==> config.mk <==
export PLATFORM = sky130hd
export DESIGN_NAME = regfile_access_arbiter_flat
export DESIGN_NICKNAME = d
export VERILOG_FILES = /design/src/rtl/regfile_access_arbiter_if.sv /design/src/rtl/regfile_access_arbiter.sv /design/src/flat_wrapper.sv
export SDC_FILE = /design/constraint.sdc
export NUM_CORES = 1
export LEC_CHECK = 0
export ABC_AREA = 1
export CAP_MARGIN = 25
export CORE_MARGIN = 2
export CORE_UTILIZATION = 38
export DETAILED_ROUTE_END_ITERATION = 6
export PLACE_DENSITY = 0.78
export SYNTH_ARGS = -nofsm -noshare
export SYNTH_HDL_FRONTEND = slang
export SYNTH_SLANG_ARGS = --single-unit
==> constraint.sdc <==
create_clock -name clock -period 1.5 [get_ports clock]
set_clock_uncertainty 0.05 [all_clocks]
set_input_delay 0.225 -clock clock [delete_from_list [all_inputs] [get_ports clock]]
set_output_delay 0.225 -clock clock [all_outputs]
set_load 0.05 [all_outputs]
==> src/rtl/regfile_access_arbiter_if.sv <==
// -----------------------------------------------------------------------------
// regfile_access_arbiter_if
//   Bundles the two requester handshakes and the shared register file port
//   used by regfile_access_arbiter.
//
//   Requester side (per requester n = 0/1):
//     req_valid_n, req_write_n, req_addr_n, req_wdata_n  -> arbiter
//     req_ready_n, rsp_valid_n, rsp_rdata_n, rsp_err_n    <- arbiter
//   Register file side:
//     rf_write_enable, rf_write_address, rf_write_data    <- arbiter
//     rf_read_address                                     <- arbiter
//     rf_read_data (combinational for rf_read_address)    -> arbiter
//
//   Modports:
//     slave  : the arbiter
//     master : the environment (clients plus register file)
// -----------------------------------------------------------------------------
interface regfile_access_arbiter_if #(
   parameter int DATA_W = 4,
   parameter int ADDR_W = 2
);
   logic              req_valid_0;
   logic              req_write_0;
   logic [ADDR_W-1:0] req_addr_0;
   logic [DATA_W-1:0] req_wdata_0;
   logic              req_ready_0;
   logic              rsp_valid_0;
   logic [DATA_W-1:0] rsp_rdata_0;
   logic              rsp_err_0;

   logic              req_valid_1;
   logic              req_write_1;
   logic [ADDR_W-1:0] req_addr_1;
   logic [DATA_W-1:0] req_wdata_1;
   logic              req_ready_1;
   logic              rsp_valid_1;
   logic [DATA_W-1:0] rsp_rdata_1;
   logic              rsp_err_1;

   logic              rf_write_enable;
   logic [ADDR_W-1:0] rf_write_address;
   logic [DATA_W-1:0] rf_write_data;
   logic [ADDR_W-1:0] rf_read_address;
   logic [DATA_W-1:0] rf_read_data;

   modport slave (
      input  req_valid_0, req_write_0, req_addr_0, req_wdata_0,
      output req_ready_0, rsp_valid_0, rsp_rdata_0, rsp_err_0,
      input  req_valid_1, req_write_1, req_addr_1, req_wdata_1,
      output req_ready_1, rsp_valid_1, rsp_rdata_1, rsp_err_1,
      output rf_write_enable, rf_write_address, rf_write_data, rf_read_address,
      input  rf_read_data
   );

   modport master (
      output req_valid_0, req_write_0, req_addr_0, req_wdata_0,
      input  req_ready_0, rsp_valid_0, rsp_rdata_0, rsp_err_0,
      output req_valid_1, req_write_1, req_addr_1, req_wdata_1,
      input  req_ready_1, rsp_valid_1, rsp_rdata_1, rsp_err_1,
      input  rf_write_enable, rf_write_address, rf_write_data, rf_read_address,
      output rf_read_data
   );
endinterface

==> src/rtl/regfile_access_arbiter.sv <==
// -----------------------------------------------------------------------------
// regfile_access_arbiter
//   Shares one register file write port and one read port between two
//   requesters. Each accepted request runs IDLE -> ISSUE -> RESP, so a
//   response pulse appears two cycles after the handshake edge and at most
//   one operation completes every three cycles.
//
//   Ports:
//     clock : rising-edge clock
//     reset : asynchronous, active-low reset
//     bus   : regfile_access_arbiter_if.slave (requester handshakes and
//             register file port)
//     busy  : FSM is not in IDLE
//
//   Build option:
//     REGFILE_ARB_FIXED_PRIORITY_EN  defined   -> requester 0 wins every tie
//                                    undefined -> round-robin on ties
// -----------------------------------------------------------------------------
module regfile_access_arbiter #(
   parameter int DATA_W   = 4,
   parameter int ADDR_W   = 2,
   parameter int NUM_REGS = 4
) (
   input  logic                          clock,
   input  logic                          reset,
   regfile_access_arbiter_if.slave       bus,
   output logic                          busy
);

   localparam logic [1:0] ST_IDLE  = 2'd0;
   localparam logic [1:0] ST_ISSUE = 2'd1;
   localparam logic [1:0] ST_RESP  = 2'd2;

   logic [1:0]        state;
   logic              lat_write;
   logic [ADDR_W-1:0] lat_addr;
   logic [DATA_W-1:0] lat_wdata;
   logic              lat_id;
   logic              lat_err;
   logic [DATA_W-1:0] rdata_q;
   logic [ADDR_W-1:0] rd_addr_q;

   logic              idle;
   logic              tie_pick_1;
   logic              win_1;
   logic              handshake;
   logic              sel_write;
   logic [ADDR_W-1:0] sel_addr;
   logic [DATA_W-1:0] sel_wdata;
   logic              sel_oob;

   assign idle = (state == ST_IDLE);
   assign busy = ~idle;

   // ---------------------------------------------------------------------------
   // Arbitration
   // ---------------------------------------------------------------------------
`ifdef REGFILE_ARB_FIXED_PRIORITY_EN
   assign tie_pick_1 = 1'b0;
`else
   // last_grant holds the id of the most recent winner; the other side takes
   // the next tie. Reset to 1 so requester 0 wins the first tie.
   logic last_grant;

   always_ff @(posedge clock or negedge reset) begin
      if (!reset)         last_grant <= 1'b1;
      else if (handshake) last_grant <= win_1;
   end

   assign tie_pick_1 = ~last_grant;
`endif

   // win_1 is only meaningful when at least one requester is valid.
   assign win_1     = bus.req_valid_1 & (~bus.req_valid_0 | tie_pick_1);
   assign handshake = idle & (bus.req_valid_0 | bus.req_valid_1);

   assign bus.req_ready_0 = idle & bus.req_valid_0 & ~win_1;
   assign bus.req_ready_1 = idle & win_1;

   assign sel_write = win_1 ? bus.req_write_1 : bus.req_write_0;
   assign sel_addr  = win_1 ? bus.req_addr_1  : bus.req_addr_0;
   assign sel_wdata = win_1 ? bus.req_wdata_1 : bus.req_wdata_0;
   assign sel_oob   = (32'(sel_addr) >= 32'(NUM_REGS));

   // ---------------------------------------------------------------------------
   // FSM and request latches
   // ---------------------------------------------------------------------------
   always_ff @(posedge clock or negedge reset) begin
      if (!reset) begin
         state     <= ST_IDLE;
         lat_write <= 1'b0;
         lat_addr  <= '0;
         lat_wdata <= '0;
         lat_id    <= 1'b0;
         lat_err   <= 1'b0;
         rdata_q   <= '0;
         rd_addr_q <= '0;
      end else begin
         case (state)
            ST_IDLE: begin
               if (handshake) begin
                  state     <= ST_ISSUE;
                  lat_write <= sel_write;
                  lat_addr  <= sel_addr;
                  lat_wdata <= sel_wdata;
                  lat_id    <= win_1;
                  lat_err   <= sel_oob;
                  // Read address is loaded here so it is already stable
                  // for the whole ISSUE cycle, then simply held afterwards.
                  if (!sel_write && !sel_oob) rd_addr_q <= sel_addr;
               end
            end
            ST_ISSUE: begin
               state   <= ST_RESP;
               rdata_q <= (!lat_write && !lat_err) ? bus.rf_read_data : '0;
            end
            ST_RESP: begin
               state <= ST_IDLE;
            end
            default: begin
               state <= ST_IDLE;
            end
         endcase
      end
   end

   // ---------------------------------------------------------------------------
   // Register file port
   // ---------------------------------------------------------------------------
   // Write strobe is decoded from state so an asynchronous reset during
   // ISSUE removes it immediately.
   assign bus.rf_write_enable  = (state == ST_ISSUE) & lat_write & ~lat_err;
   assign bus.rf_write_address = lat_addr;
   assign bus.rf_write_data    = lat_wdata;
   assign bus.rf_read_address  = rd_addr_q;

   // ---------------------------------------------------------------------------
   // Responses: only the latched winner sees anything during RESP
   // ---------------------------------------------------------------------------
   logic in_resp;
   assign in_resp = (state == ST_RESP);

   assign bus.rsp_valid_0 = in_resp & ~lat_id;
   assign bus.rsp_valid_1 = in_resp &  lat_id;
   assign bus.rsp_err_0   = in_resp & ~lat_id & lat_err;
   assign bus.rsp_err_1   = in_resp &  lat_id & lat_err;
   assign bus.rsp_rdata_0 = bus.rsp_valid_0 ? rdata_q : '0;
   assign bus.rsp_rdata_1 = bus.rsp_valid_1 ? rdata_q : '0;

endmodule

==> src/flat_wrapper.sv <==
// flat-port wrapper written by rule: the top's interface ports become plain ports
module regfile_access_arbiter_flat 
#(
   parameter int DATA_W   = 4,
   parameter int ADDR_W   = 2,
   parameter int NUM_REGS = 4
)
  (clock, reset, busy, bus_req_valid_0, bus_req_write_0, bus_req_addr_0, bus_req_wdata_0, bus_req_ready_0, bus_rsp_valid_0, bus_rsp_rdata_0, bus_rsp_err_0, bus_req_valid_1, bus_req_write_1, bus_req_addr_1, bus_req_wdata_1, bus_req_ready_1, bus_rsp_valid_1, bus_rsp_rdata_1, bus_rsp_err_1, bus_rf_write_enable, bus_rf_write_address, bus_rf_write_data, bus_rf_read_address, bus_rf_read_data);
  regfile_access_arbiter_if #(.DATA_W(DATA_W), .ADDR_W(ADDR_W)) bus_i ();
  input  logic clock;
  input  logic reset;
  output logic busy;
  input wire logic [$bits(bus_i.req_valid_0)-1:0] bus_req_valid_0;
  input wire logic [$bits(bus_i.req_write_0)-1:0] bus_req_write_0;
  input wire logic [$bits(bus_i.req_addr_0)-1:0] bus_req_addr_0;
  input wire logic [$bits(bus_i.req_wdata_0)-1:0] bus_req_wdata_0;
  output wire logic [$bits(bus_i.req_ready_0)-1:0] bus_req_ready_0;
  output wire logic [$bits(bus_i.rsp_valid_0)-1:0] bus_rsp_valid_0;
  output wire logic [$bits(bus_i.rsp_rdata_0)-1:0] bus_rsp_rdata_0;
  output wire logic [$bits(bus_i.rsp_err_0)-1:0] bus_rsp_err_0;
  input wire logic [$bits(bus_i.req_valid_1)-1:0] bus_req_valid_1;
  input wire logic [$bits(bus_i.req_write_1)-1:0] bus_req_write_1;
  input wire logic [$bits(bus_i.req_addr_1)-1:0] bus_req_addr_1;
  input wire logic [$bits(bus_i.req_wdata_1)-1:0] bus_req_wdata_1;
  output wire logic [$bits(bus_i.req_ready_1)-1:0] bus_req_ready_1;
  output wire logic [$bits(bus_i.rsp_valid_1)-1:0] bus_rsp_valid_1;
  output wire logic [$bits(bus_i.rsp_rdata_1)-1:0] bus_rsp_rdata_1;
  output wire logic [$bits(bus_i.rsp_err_1)-1:0] bus_rsp_err_1;
  output wire logic [$bits(bus_i.rf_write_enable)-1:0] bus_rf_write_enable;
  output wire logic [$bits(bus_i.rf_write_address)-1:0] bus_rf_write_address;
  output wire logic [$bits(bus_i.rf_write_data)-1:0] bus_rf_write_data;
  output wire logic [$bits(bus_i.rf_read_address)-1:0] bus_rf_read_address;
  input wire logic [$bits(bus_i.rf_read_data)-1:0] bus_rf_read_data;
  assign bus_i.req_valid_0 = bus_req_valid_0;
  assign bus_i.req_write_0 = bus_req_write_0;
  assign bus_i.req_addr_0 = bus_req_addr_0;
  assign bus_i.req_wdata_0 = bus_req_wdata_0;
  assign bus_req_ready_0 = bus_i.req_ready_0;
  assign bus_rsp_valid_0 = bus_i.rsp_valid_0;
  assign bus_rsp_rdata_0 = bus_i.rsp_rdata_0;
  assign bus_rsp_err_0 = bus_i.rsp_err_0;
  assign bus_i.req_valid_1 = bus_req_valid_1;
  assign bus_i.req_write_1 = bus_req_write_1;
  assign bus_i.req_addr_1 = bus_req_addr_1;
  assign bus_i.req_wdata_1 = bus_req_wdata_1;
  assign bus_req_ready_1 = bus_i.req_ready_1;
  assign bus_rsp_valid_1 = bus_i.rsp_valid_1;
  assign bus_rsp_rdata_1 = bus_i.rsp_rdata_1;
  assign bus_rsp_err_1 = bus_i.rsp_err_1;
  assign bus_rf_write_enable = bus_i.rf_write_enable;
  assign bus_rf_write_address = bus_i.rf_write_address;
  assign bus_rf_write_data = bus_i.rf_write_data;
  assign bus_rf_read_address = bus_i.rf_read_address;
  assign bus_i.rf_read_data = bus_rf_read_data;
  regfile_access_arbiter #(.DATA_W(DATA_W), .ADDR_W(ADDR_W), .NUM_REGS(NUM_REGS)) u_core (.clock(clock), .reset(reset), .bus(bus_i), .busy(busy));
endmodule
==> run summary, run 1 <==
The max-cap check violation count came out at 0. Buffers placed on the I/O ports in this run total 43. The post-synthesis sequential area ratio came out at 0.4964. The type of the most critical hold path is input port to asynchronous set/reset pin. The slack of the critical path came out at -130.9 ps. The count of TritonRoute iterations in the first routing pass is 4. The fill cell instance count of the final layout is 143. Summing all multi-input logic gate instances after layout gives 450.4 um2.

The initial utilization of the core area, before any placement, comes to 0.3962. The clock buffer count from CTS came out at 3. The distinct cell type count after synthesis is 17. CTS built an H-tree with a depth of 1. The number of warnings printed during yosys synthesis is 0. The via count of the first global-routing pass came to 960. Summing over every cut layer, the via total after detailed routing is 953. The largest fanout of any net on the critical path is 4. The final global-route overflow total is 0. The later pin in the worst-skew pair is clocked with a latency of 300 ps. In this run the clock root is driven by a sky130_fd_sc_hd__clkbuf_4. STA classifies the critical path endpoint as an output pin. The run finished, with violations left. The max-slew violation count was 0. The clock edge transition at the registers on the reported setup and hold paths came out at 100 ps. The remaining number of nets flagged by the antenna check after routing came out at 0. The number of buffers added to fix hold violations after cts is 0.

The number of top-level pins came out at 46. The final reports fail on negative setup slack. Dividing the detail-routed wire length by the instance count gives 13.62 um. The register area is 427.9 um2. The initial detailed-routing violation count came out at 8. The global router's overall resource usage came out at 0.2138.

The full die area is 0.002658 mm2. The floorplan step set the die width to 51.56 um. The synthesized netlist occupies a cell area of 859.6 um2. The wire length of the first global-routing pass came out at 4112 um. Derived from the worst setup path, the maximum achievable clock frequency is 0.6132 GHz. At the end of the flow, the number of nets in the layout was 196.

The worst-case IR drop observed on VDD is 1459 uV. Hold timing on the final database bottoms out at a slack of 147.7 ps. The detailed placer's ending HPWL came out at 1974 um. At the end of routability-driven placement, the weighted congestion stood at 0.7483. The cell area reported after detailed placement came out at 0.001627 mm2.

The number of design rule violations left after detail routing is 0. In the layout the commonest cells are sky130_fd_sc_hd__nand2_1, sky130_fd_sc_hd__buf_12, sky130_fd_sc_hd__clkdlybuf4s50_1, sky130_fd_sc_hd__buf_4, sky130_fd_sc_hd__dfrtp_1. The share of post-route cells with drive strength above 1 came out at 0.4104.

Setup violations remaining at the end of the flow were counted as 13. Leaving out fill and tap cells, the most frequent cell in the layout is sky130_fd_sc_hd__nand2_1. The core region is 0.002170 mm2. The synthesized design contains 17 register bits. The number of antenna violations at the first check in global routing came out at 0.

From synthesis to final layout, the design area changed by 108.0%. The routed design has 2737 um of wire. The height of the die came out at 51.56 um.

The kind of start point of the critical path is a flip-flop. The critical path in this run is classified as flip-flop to output pin. The post-layout instance area came out at 0.001788 mm2. The part of the cycle the worst path needs is 1.087. The clock drives 17 sinks. The number of hold-slack violations in the final timing report came out at 0. The number of standard cells after synthesis is 113. The largest net degree at the start of global routing came out at 11. The total power divided by cell area came out at 2034 mW/mm2.

The post-layout minimum cycle time is 1631 ps. The CTS tree is yes. The detail-routed via count per cell is 4.741. The floorplan has 17 rows. The mean instance size in the synthesized netlist is 7.607 um2. At the placement stage, the worst setup path has a slack of -82.90 ps. The worst endpoint data arrival time is 1360 ps. The data required time of the worst path is 1220 ps. The number of buffers between clock root and the deepest sink came out at 2. Setup repair after global routing could not meet its margin everywhere. The static power due to leakage came out at 0.8424 nW. The number of antenna cells inserted is 0.
## sequential cells by signal, summed over array words and instances, names as in the netlist
register and count:
u_core.bus.rf_read_address 2, u_core.bus.rf_write_address 2, u_core.bus.rf_write_data 4, u_core.last_grant 1, u_core.lat_id 1, u_core.lat_write 1, u_core.rdata_q 4, u_core.state 2
## synthesized netlist by cell type
cell / n / share of area
sky130_fd_sc_hd__nor2_1: 12 / 0.052
sky130_fd_sc_hd__nand3_1: 6 / 0.035
sky130_fd_sc_hd__inv_4: 1 / 0.0073
sky130_fd_sc_hd__nor3_1: 2 / 0.012
sky130_fd_sc_hd__buf_4: 3 / 0.026
sky130_fd_sc_hd__o21ai_0: 4 / 0.023
sky130_fd_sc_hd__inv_1: 15 / 0.065
sky130_fd_sc_hd__nor2_2: 3 / 0.022
sky130_fd_sc_hd__nand2_1: 40 / 0.17
sky130_fd_sc_hd__conb_1: 1 / 0.0044
sky130_fd_sc_hd__dfstp_2: 1 / 0.031
sky130_fd_sc_hd__nand2_4: 1 / 0.013
sky130_fd_sc_hd__nand3_2: 1 / 0.012
sky130_fd_sc_hd__buf_6: 1 / 0.013
sky130_fd_sc_hd__o211ai_1: 4 / 0.035
sky130_fd_sc_hd__inv_2: 2 / 0.0087
sky130_fd_sc_hd__dfrtp_1: 16 / 0.47
## worst max-delay path: stages (launching register included)
cell and delay, ps:
sky130_fd_sc_hd__dfstp_2 570, sky130_fd_sc_hd__nand2_2 80, sky130_fd_sc_hd__nand2_4 90, sky130_fd_sc_hd__nand2_2 70, sky130_fd_sc_hd__nor2_4 100, sky130_fd_sc_hd__buf_12 140
## area by class of cell
class | count | share of cell area
clock buffer | 3 | 0.01260
clock inverter | 1 | 0.002799
tap | 28 | 0.01959
sequential | 17 | 0.2393
multi-input combinational | 75 | 0.2519
inverter | 18 | 0.04059
timing repair buffer | 59 | 0.4332
## what timing repair did
item / in CTS / in global routing
buffers inserted: 4 / 5
gates resized for setup: 14 / 4
gates cloned: 0 / 0
endpoints found under the setup margin: 13 / 13
pin swaps: 4 / 2
## worst paths after layout
kind | start | slack (ps) | end | cells past startpoint
setup / recovery | u_core.last_grant | -130 | bus_req_ready_0 | 5
hold / removal | reset | 150 | u_core.bus.rf_write_address[1] | 1
setup reg to reg | u_core.last_grant | 60 | u_core.bus.rf_write_data[0] | 8
hold reg to reg | u_core.last_grant | 450 | u_core.last_grant | 2
max in group asynchronous | reset | 760 | u_core.bus.rf_write_data[3] | 2
min in group clock | u_core.last_grant | 450 | u_core.last_grant | 2
## metal layers
| layer | vias up | global-route usage | routed length [um] |
|---|---|---|---|
| li1 | 463 | - | - |
| met1 | 441 | 0.2291 | 955 |
| met2 | 42 | 0.3846 | 1513 |
| met3 | 7 | 0.04885 | 189 |
| met4 | 0 | 0.1184 | 79 |
| met5 | - | 0 | 0 |
## logic make-up (layout without fill, tap and decap cells)
kind of cell           after synthesis  in the layout  share of synthesized area
AOI/OAI and AO/OA                    8              8                    0.05823
DFF                                 17             17                     0.4964
other                                1              2                   0.004363
buffers and inverters               22             81                     0.1208
and+or+nand+nor                     65             65                     0.3202
## where the power goes
group / switching, mW / leakage [nW] / total [mW] / internal (mW)
clock: 0.155 / 0.0177 / 0.255 / 0.0997
combinational: 1.41 / 0.615 / 2.51 / 1.10
sequential: 0.193 / 0.209 / 0.868 / 0.675
total: 1.76 / 0.842 / 3.64 / 1.88
## stage by stage
| stage | total power [mW] | instances | TNS [ps] | utilization |
|---|---|---|---|---|
| 2_1_floorplan | 2.046 | 114 | -1341 | - |
| 3_3_place_gp | 3.078 | 188 | -36.74 | 0.7497 |
| 3_5_place_dp | 3.133 | 188 | -313.2 | 0.7497 |
| 4_1_cts | 3.522 | 196 | -1155 | 0.7976 |
| 5_1_grt | 3.818 | 201 | -2092 | 0.8241 |
| 6_report | 3.636 | 201 | -1148 | 0.8241 |
Power figures use the tool's default switching activity.
==> run 2: changes to the inputs <==
--- a/config.mk
+++ b/config.mk
@@ -6,7 +6,7 @@
 export NUM_CORES = 1
 export LEC_CHECK = 0
 export ABC_AREA = 1
-export CAP_MARGIN = 25
+export CAP_MARGIN = 20
 export CORE_MARGIN = 2
 export CORE_UTILIZATION = 38
 export DETAILED_ROUTE_END_ITERATION = 6
==> results of run 2 <==
The final DEF is identical to that of run 1; final timing and power are the same.
==> run 3: changes to the inputs <==
--- a/config.mk
+++ b/config.mk
@@ -11,6 +11,7 @@
 export CORE_UTILIZATION = 38
 export DETAILED_ROUTE_END_ITERATION = 6
 export PLACE_DENSITY = 0.78
+export SLEW_MARGIN = 0
 export SYNTH_ARGS = -nofsm -noshare
 export SYNTH_HDL_FRONTEND = slang
 export SYNTH_SLANG_ARGS = --single-unit
==> results of run 3 <==
The final DEF is identical to that of run 1; final timing and power are the same.
